### config.mk
export PLATFORM = sky130hd
export DESIGN_NAME = button_event_scheduler
export DESIGN_NICKNAME = d
export VERILOG_FILES = /design/src/rtl/button_event_scheduler.sv
export SDC_FILE = /design/constraint.sdc
export NUM_CORES = 1
export LEC_CHECK = 0
export BUFFER_PORTS_ARGS = -buffer_cell sky130_fd_sc_hd__buf_2
export CORE_ASPECT_RATIO = 1.25
export CORE_MARGIN = 5
export CORE_UTILIZATION = 60
export DETAILED_ROUTE_END_ITERATION = 8
export PLACE_DENSITY = 0.81
export SLEW_MARGIN = 20
export SYNTH_ARGS = -nofsm -noshare
export SYNTH_HDL_FRONTEND = slang
export SYNTH_SLANG_ARGS = --single-unit
export TNS_END_PERCENT = 20
### constraint.sdc
create_clock -name clk -period 4.5 [get_ports clk]
set_input_delay 0.675 -clock clk [delete_from_list [all_inputs] [get_ports clk]]
set_output_delay 0.675 -clock clk [all_outputs]
set_load 0.02 [all_outputs]
### src/rtl/button_event_scheduler.sv
// Shared-tick debounce scanner for N slow inputs, queueing level-change events in a FWFT FIFO.
// Optional macro BTN_RELEASE_EVT_EN: also queue release events (default build queues presses only).
module button_event_scheduler #(
  parameter int N            = 4,
  parameter int TICK_DIV     = 1500,
  parameter int STABLE_TICKS = 8,
  parameter int FIFO_DEPTH   = 4
) (
  input  logic                                 clk,
  input  logic                                 reset_n,
  input  logic [N-1:0]                         btn_in,
  input  logic                                 evt_ready,
  input  logic                                 clr_overflow,
  output logic                                 evt_valid,
  output logic [((N > 1) ? $clog2(N) : 1)-1:0] evt_chan,
  output logic                                 evt_press,
  output logic [N-1:0]                         level,
  output logic                                 overflow
);

  localparam int CHW  = (N > 1) ? $clog2(N) : 1;
  localparam int DIVW = (TICK_DIV > 1) ? $clog2(TICK_DIV) : 1;
  localparam int CNTW = $clog2(STABLE_TICKS + 1);
  localparam int PW   = $clog2(FIFO_DEPTH);
  localparam int CW   = PW + 1;

  typedef enum logic {IDLE, SCAN} state_t;

  logic [N-1:0]    sync1_reg, sync2_reg;
  logic [DIVW-1:0] div_reg, div_next;
  logic            tick;
  state_t          state_reg, state_next;
  logic [CHW-1:0]  idx_reg, idx_next;
  logic            scanning;
  logic [N-1:0]    level_reg;
  logic [N-1:0]    toggle;
  logic            push, pop, full, do_push, drop;
  logic [PW-1:0]   wr_ptr_reg, rd_ptr_reg;
  logic [CW-1:0]   count_reg, count_next;
  logic            overflow_reg;
  logic [CHW-1:0]  mem_chan [FIFO_DEPTH];

  always_ff @(posedge clk or negedge reset_n) begin
    if (!reset_n) begin
      sync1_reg <= '0;
      sync2_reg <= '0;
    end else begin
      sync1_reg <= btn_in;
      sync2_reg <= sync1_reg;
    end
  end

  assign tick     = (div_reg == DIVW'(TICK_DIV - 1));
  assign div_next = tick ? '0 : div_reg + 1'b1;

  always_ff @(posedge clk or negedge reset_n) begin
    if (!reset_n) begin
      div_reg   <= '0;
      state_reg <= IDLE;
      idx_reg   <= '0;
    end else begin
      div_reg   <= div_next;
      state_reg <= state_next;
      idx_reg   <= idx_next;
    end
  end

  // One channel per clock while scanning; the divider period guarantees the scan ends before the next tick.
  always_comb begin
    state_next = state_reg;
    idx_next   = idx_reg;
    case (state_reg)
      IDLE: begin
        if (tick) begin
          state_next = SCAN;
          idx_next   = '0;
        end
      end
      SCAN: begin
        if (idx_reg == CHW'(N - 1)) begin
          state_next = IDLE;
          idx_next   = '0;
        end else begin
          idx_next = idx_reg + 1'b1;
        end
      end
      default: begin
        state_next = IDLE;
        idx_next   = '0;
      end
    endcase
  end

  assign scanning = (state_reg == SCAN);

  for (genvar gi = 0; gi < N; gi++) begin : g_chan
    logic            sel, differ;
    logic            lvl_reg;
    logic [CNTW-1:0] cnt_reg;

    assign sel           = scanning && (idx_reg == CHW'(gi));
    assign differ        = sync2_reg[gi] ^ lvl_reg;
    assign toggle[gi]    = sel && differ && (cnt_reg == CNTW'(STABLE_TICKS - 1));
    assign level_reg[gi] = lvl_reg;

    always_ff @(posedge clk or negedge reset_n) begin
      if (!reset_n) begin
        lvl_reg <= 1'b0;
        cnt_reg <= '0;
      end else if (sel) begin
        if (!differ) begin
          cnt_reg <= '0;
        end else if (toggle[gi]) begin
          lvl_reg <= ~lvl_reg;
          cnt_reg <= '0;
        end else begin
          cnt_reg <= cnt_reg + 1'b1;
        end
      end
    end
  end

`ifdef BTN_RELEASE_EVT_EN
  logic push_level;
  logic mem_press [FIFO_DEPTH];

  assign push       = |toggle;
  assign push_level = |(toggle & ~level_reg);

  always_ff @(posedge clk) begin
    if (do_push) mem_press[wr_ptr_reg] <= push_level;
  end

  assign evt_press = evt_valid ? mem_press[rd_ptr_reg] : 1'b0;
`else
  // Only a 0->1 toggle pushes; releases still move the level but never touch the queue.
  assign push      = |(toggle & ~level_reg);
  assign evt_press = 1'b1;
`endif

  assign evt_valid = (count_reg != '0);
  assign pop       = evt_valid && evt_ready;
  assign full      = (count_reg == CW'(FIFO_DEPTH));
  assign do_push   = push && (!full || pop);
  assign drop      = push && full && !pop;
  assign count_next = count_reg + {{PW{1'b0}}, do_push} - {{PW{1'b0}}, pop};

  always_ff @(posedge clk) begin
    if (do_push) mem_chan[wr_ptr_reg] <= idx_reg;
  end

  always_ff @(posedge clk or negedge reset_n) begin
    if (!reset_n) begin
      wr_ptr_reg   <= '0;
      rd_ptr_reg   <= '0;
      count_reg    <= '0;
      overflow_reg <= 1'b0;
    end else begin
      if (do_push) wr_ptr_reg <= wr_ptr_reg + 1'b1;
      if (pop)     rd_ptr_reg <= rd_ptr_reg + 1'b1;
      count_reg <= count_next;
      if (drop)              overflow_reg <= 1'b1;
      else if (clr_overflow) overflow_reg <= 1'b0;
    end
  end

  // Head fields read as zero while empty so stale memory never reaches the outputs.
  assign evt_chan = evt_valid ? mem_chan[rd_ptr_reg] : '0;
  assign level    = level_reg;
  assign overflow = overflow_reg;

endmodule

# Word-level counts from Yosys, hierarchy flattened
# Memory sizes are Yosys's and may differ from the RTL's.
# Index checks and enable logic that the tools add are counted.
# Widths: inputs -> output; s select.
word_totals:
  ff_bits: 50
  mem_bits_rw: 8
  inputBits: 8
  n_memories: 1
memory_table:
  columns: ["name", "words", "width", "rd", "rd_ports_with_merged_regs", "wr", "line", "rtl"]
  rows:
  - ["mem_chan", 4, 2, 1, 0, 1, "41", "logic [CHW-1:0] mem_chan [FIFO_DEPTH];"]
classes:
  n_addsub: 10
  n_eq_ne: 10
  muxes: 20
  bitwise: 11
  n_reduce_logical: 27
ops:
  columns: ["op", "n"]
  rows:
  - ["$mux 4", 8]
  - ["$add 4x1->4 const B", 4]
  - ["$eq 4x3->1 const B", 4]
  - ["$logic_and 1x1->1", 16]
  - ["$reduce_and 3->1", 4]
  - ["$add 11x1->11 const B", 1]
  - ["$eq 11x11->1 const B", 1]
  - ["$mux 11", 1]
  - ["$add 2x1->2 const B", 3]
  - ["$mux 1", 6]
  - ["$mux 2", 3]
  - ["$not 1->1", 5]
  - ["$and 4x4->4", 1]
  - ["$eq 2x2->1 const B", 2]
  - ["$not 4->4", 1]
  - ["$pmux 2 s2", 1]
  - ["$reduce_or 4->1", 1]
  - ["$xor 1x1->1", 4]
  - ["$add 3x1->3", 1]
  - ["$eq 3x3->1 const B", 1]
  - ["$reduce_bool 3->1", 1]
  - ["$sub 3x1->3", 1]
  - ["$eq 2x1->1 const B", 1]
  - ["$logic_not 1->1", 2]
  - ["other kinds (5)", 5]

# Longest topological paths before layout
logic_depth:
  ltp_word: 9
  depth_mapped: 8
  ltp_nobuf: 8

# Least setup slack after synthesis
# OpenSTA, ideal clock, no wires.
synth_timing:
  kind: "reg-to-reg"
  startpoint: "register idx_reg[0]"
  endpoint: "register count_reg[1]"
  setup_ps: 135
  arrival_time_ps: 2184
  required_ps: 4365
  setup_slack_ps: 2181
  path_stages_with_launch: 8
  path_buffers: 0
  synth_period_minus_slack_ps: 2319
  path_cell_list: "dfrtp_1 -> inv_1 -> ha_1 -> nand2_1 -> or4b_4 -> a41oi_4 -> ha_1 -> fa_1"
synth_via:
  elab_chain_len: 9
  word_cells_on_any_way: 21
  classes_between: "2 x add/sub; 3 x eq/ne; 1 x bitwise; 15 x reduce/logical"
synth_rtl:
  columns: ["item", "line", "rtl"]
  rows:
  - ["start, declared", "33", "logic [CHW-1:0] idx_reg, idx_next;"]
  - ["start signal, assigned", "64", "idx_reg <= idx_next;"]
  - ["$eq 2x1->1 (tied with other cells)", "101", "assign sel = scanning && (idx_reg == CHW'(gi));"]
  - ["$logic_and 1x1->1", "101", null]
  - ["$logic_and 1x1->1 (2 in series)", "103", "assign toggle[gi] = sel && differ && (cnt_reg == CNTW'(STABLE_TICKS - 1));"]
  - ["$and 4x4->4 *", "137", "assign push = |(toggle & ~level_reg);"]
  - ["$reduce_or 4->1 *", "137", null]
  - ["$logic_and 1x1->1 *", "144", "assign do_push = push && (!full || pop);"]
  - ["via do_push", "37", "logic push, pop, full, do_push, drop;"]
  - ["$add 3x1->3 *", "146", "assign count_next = count_reg + {{PW{1'b0}}, do_push} - {{PW{1'b0}}, pop};"]
  - ["$sub 3x1->3 *", "146", null]
  - ["via count_next[1]", "39", "logic [CW-1:0] count_reg, count_next;"]
  - ["end signal, assigned", "161", "count_reg <= count_next;"]
  - ["end, declared", "39", null]
# Mark *: on every way through the listed nets, which the timed path passes. The rest lies on a longest branch.
# A chain may end at the register's enable or synchronous reset.

# Worst setup path after layout
layout_timing:
  startpoint: "register idx_reg[1]"
  endpoint: "register count_reg[1]"
# Same word-level chain as after synthesis.

==> impl_metrics.tcl <==
set metrics [dict create \
    finalPower_mw 0.988 \
    hold_buffers 0 \
    slew-limit-headroom_pct 24.6 \
    root_buffer "clkbuf_8" \
    die_area_um2 6050 \
    highest_layer "met4" \
    synth_cell_types 38 \
    netlist_instances 244 \
    grt_max_degree 51 \
    dr_wl_met2_um 2410 \
    routedWlPerCell_um 14.1 \
    area_growth_pct 10.5 \
    die_h_um 85.7 \
    seq_area_frac_synth_pct 54.2 \
    required_ns 4.70 \
    path_common_cell "ha_1" \
    io_pins 17 \
    finalCritPeriodShare_pct 58.0 \
    cts-resized-gates 0 \
    die_w_um 70.6 \
    crit_path_start_kind "flop" \
    finClkSkew_ns 0.00727 \
    drive_gt1_share_pct 14.6 \
    h-tree-depth 3 \
    crit_type "reg2reg" \
    fmax_mhz 383 \
    route.detailed.drc 0 \
    post-cts-setup-buffers 0 \
    drt_wl_total_um 4580 \
    worstMarginPinSlew_ns 1.12 \
    drtIter0Drc 95 \
    setup_violations 0 \
    port_buffers 15 \
    initial_core_util_pct 62.1 \
    viasPerCell 5.33 \
    hold_viol 0 \
    syn-num-nets 268 \
    rsz0062_at_grt "no" \
    clock_sinks 58 \
    cp_num_buf_inv 1 \
    power.leakage_nw 1.46 \
    power.density_nw_per_um2 325 \
    end_kind "flop" \
    crit_arrival_ns 2.81 \
    wl_met1_um 1850 \
    finalNetCount 288 \
    finalSetupTns_ns 0 \
    cts_tree "yes" \
    status "completed" \
    slowest_delay_ns 0.59 \
    path_clk_slew_ns 0.06 \
    routed-via-count 1739 \
    ir_drop_uv 205 \
    clk_latency_ns 0.33 \
    routed-wl-met3_um 210 \
    antenna_found_initial 0 \
    crit_chain "inv_1 > ha_1 > nand2_1 > or4b_1 > a41oi_4 > ha_1 > fa_1" \
    drv_cap 0 \
    largest_register_ffs 16 \
    core_area_um2 4430 \
    dp_hpwl_um 3290 \
    gp_congestion 0.818 \
    rows 27 \
    period_needed_ns 2.61 \
    slowest_stage "or4b_1" \
    avgSynthCellArea_um2 11.3 \
    track_usage_pct 17.5 \
    grt_pass1_vias 1845 \
    ant_nets 0 \
    cp_top_family "adder cells" \
    hp-class "reg2reg" \
    first_pass_iters 4 \
    cp_max_fo 7 \
    synth_warnings 0 \
    ys_ff_latch 58 \
    grt-ovfl-total 0 \
    cts_made_buffers 9 \
    slew_viol_final 0 \
    synth.cell_area_um2 2750 \
    grt_pass1_wl_um 8170 \
    cts_max_path_buffers 2 \
    antenna-diode-count 0 \
]
worst reg2reg max path: stages (launching register included):
cell     delay (ns)
dfrtp_1        0.47
inv_1          0.14
ha_1           0.19
nand2_1        0.15
or4b_1         0.59
a41oi_4        0.27
ha_1           0.23
fa_1           0.43
cells in the mapped netlist, drive strengths merged:
| library cell | count | area [um2] |
|---|---|---|
| conb | 1 | 3.75 |
| nor4 | 2 | 12.5 |
| nor2 | 20 | 75.1 |
| clkbuf | 2 | 7.51 |
| nand3 | 18 | 90.1 |
| ha | 15 | 188 |
| a21oi | 3 | 15.0 |
| nand2 | 26 | 97.6 |
| fa | 1 | 20.0 |
| or2b | 1 | 7.51 |
| mux2 | 3 | 37.5 |
| a41oi | 1 | 27.5 |
| a21o | 1 | 7.51 |
| inv | 15 | 56.3 |
| and2 | 7 | 43.8 |
| or3 | 4 | 25.0 |
| a31oi | 1 | 6.26 |
| or4b | 3 | 37.5 |
| xnor2 | 11 | 96.3 |
| a22o | 1 | 8.76 |
| nand3b | 6 | 70.1 |
| xor2 | 7 | 61.3 |
| mux4 | 2 | 45.0 |
| nor2b | 1 | 6.26 |
| nor3b | 1 | 7.51 |
| nor3 | 3 | 15.0 |
| nor4bb | 1 | 10.0 |
| edfxtp | 8 | 240 |
| o31ai | 4 | 30.0 |
| dfrtp | 50 | 1250 |
| buf | 5 | 37.5 |
| nand4 | 2 | 12.5 |
| nor4b | 1 | 8.76 |
| o21ai | 16 | 80.1 |
| or4 | 1 | 11.3 |
cells by family after synthesis:
logic type / after synthesis / share of synthesized area (%)
DFF: 58 / 54.2
buffers and inverters: 22 / 3.69
xor gates and xnor gates: 18 / 5.73
and+or+nand+nor: 97 / 19.3
adders and majority gates: 16 / 7.55
muxes: 5 / 3.00
AOI/OAI and AO/OA: 27 / 6.37
other: 1 / 0.136
layout make-up:
type | count | area [um2]
sequential | 58 | 1490
fill | 345 | 1390
multi-input combinational | 164 | 1160
clock buffer | 11 | 131
timing repair buffer | 16 | 85.1
tap | 58 | 72.6
inverter | 15 | 56.3
clock inverter | 4 | 43.8
final timing paths:
check / startpoint / end / cells past startpoint / slack [ns]
max: idx_reg[1] / count_reg[1] / 7 / 1.89
min: sync1_reg[1] / sync2_reg[1] / 0 / 0.34
max reg2reg: idx_reg[1] / count_reg[1] / 7 / 1.89
min reg2reg: sync1_reg[1] / sync2_reg[1] / 0 / 0.34
max in group asynchronous: reset_n / wr_ptr_reg[1] / 1 / 3.73
min in group asynchronous: reset_n / g_chan[1].cnt_reg[3] / 1 / 0.35
per-layer routing:
layer | global-route usage (%) | up-vias
li1 | - | 879
met1 | 18.9 | 819
met2 | 30.5 | 30
met3 | 5.39 | 11
met4 | 9.40 | 0
met5 | 0 | -
per-stage QoR:
stage / hold slack [ns] / util [%] / setup WS (ns) / instances / instance area (um2)
after floorplan: 0.331 / - / 2.18 / 244 / 2750
after global placement: 0.334 / 64.6 / 2.03 / 311 / 2860
after detailed placement: 0.336 / 64.6 / 1.88 / 311 / 2860
after CTS: 0.345 / 68.6 / 1.88 / 326 / 3040
after global routing: 0.356 / 68.6 / 1.73 / 326 / 3040
final: 0.343 / 68.6 / 1.89 / 326 / 3040
where the power goes:
group	switching [mW]	internal [mW]
registers	0.00196	0.534
logic	0.0117	0.00411
clock network	0.187	0.249
layout by cell type, fill, tap and decap left out, drive strengths merged:
cell     n
nor4bb   1
mux2     3
or3      4
o21ai   16
nor4b    1
fa       1
dfrtp   50
xor2     7
mux4     2
nor3     3
edfxtp   8
clkinv   3
clkbuf  11
a31oi    1
or2b     1
xnor2   11
nor2    20
a21oi    3
bufinv   1
or4      1
conb     1
ha      15
inv     15
buf     16
o31ai    4
nor4     2
and2     7
or4b     3
a21o     1
a22o     1
nand3   18
a41oi    1
nand3b   6
nand4    2
nor3b    1
nand2   26
nor2b    1
No activity file was read; power rests on OpenSTA's default activity.
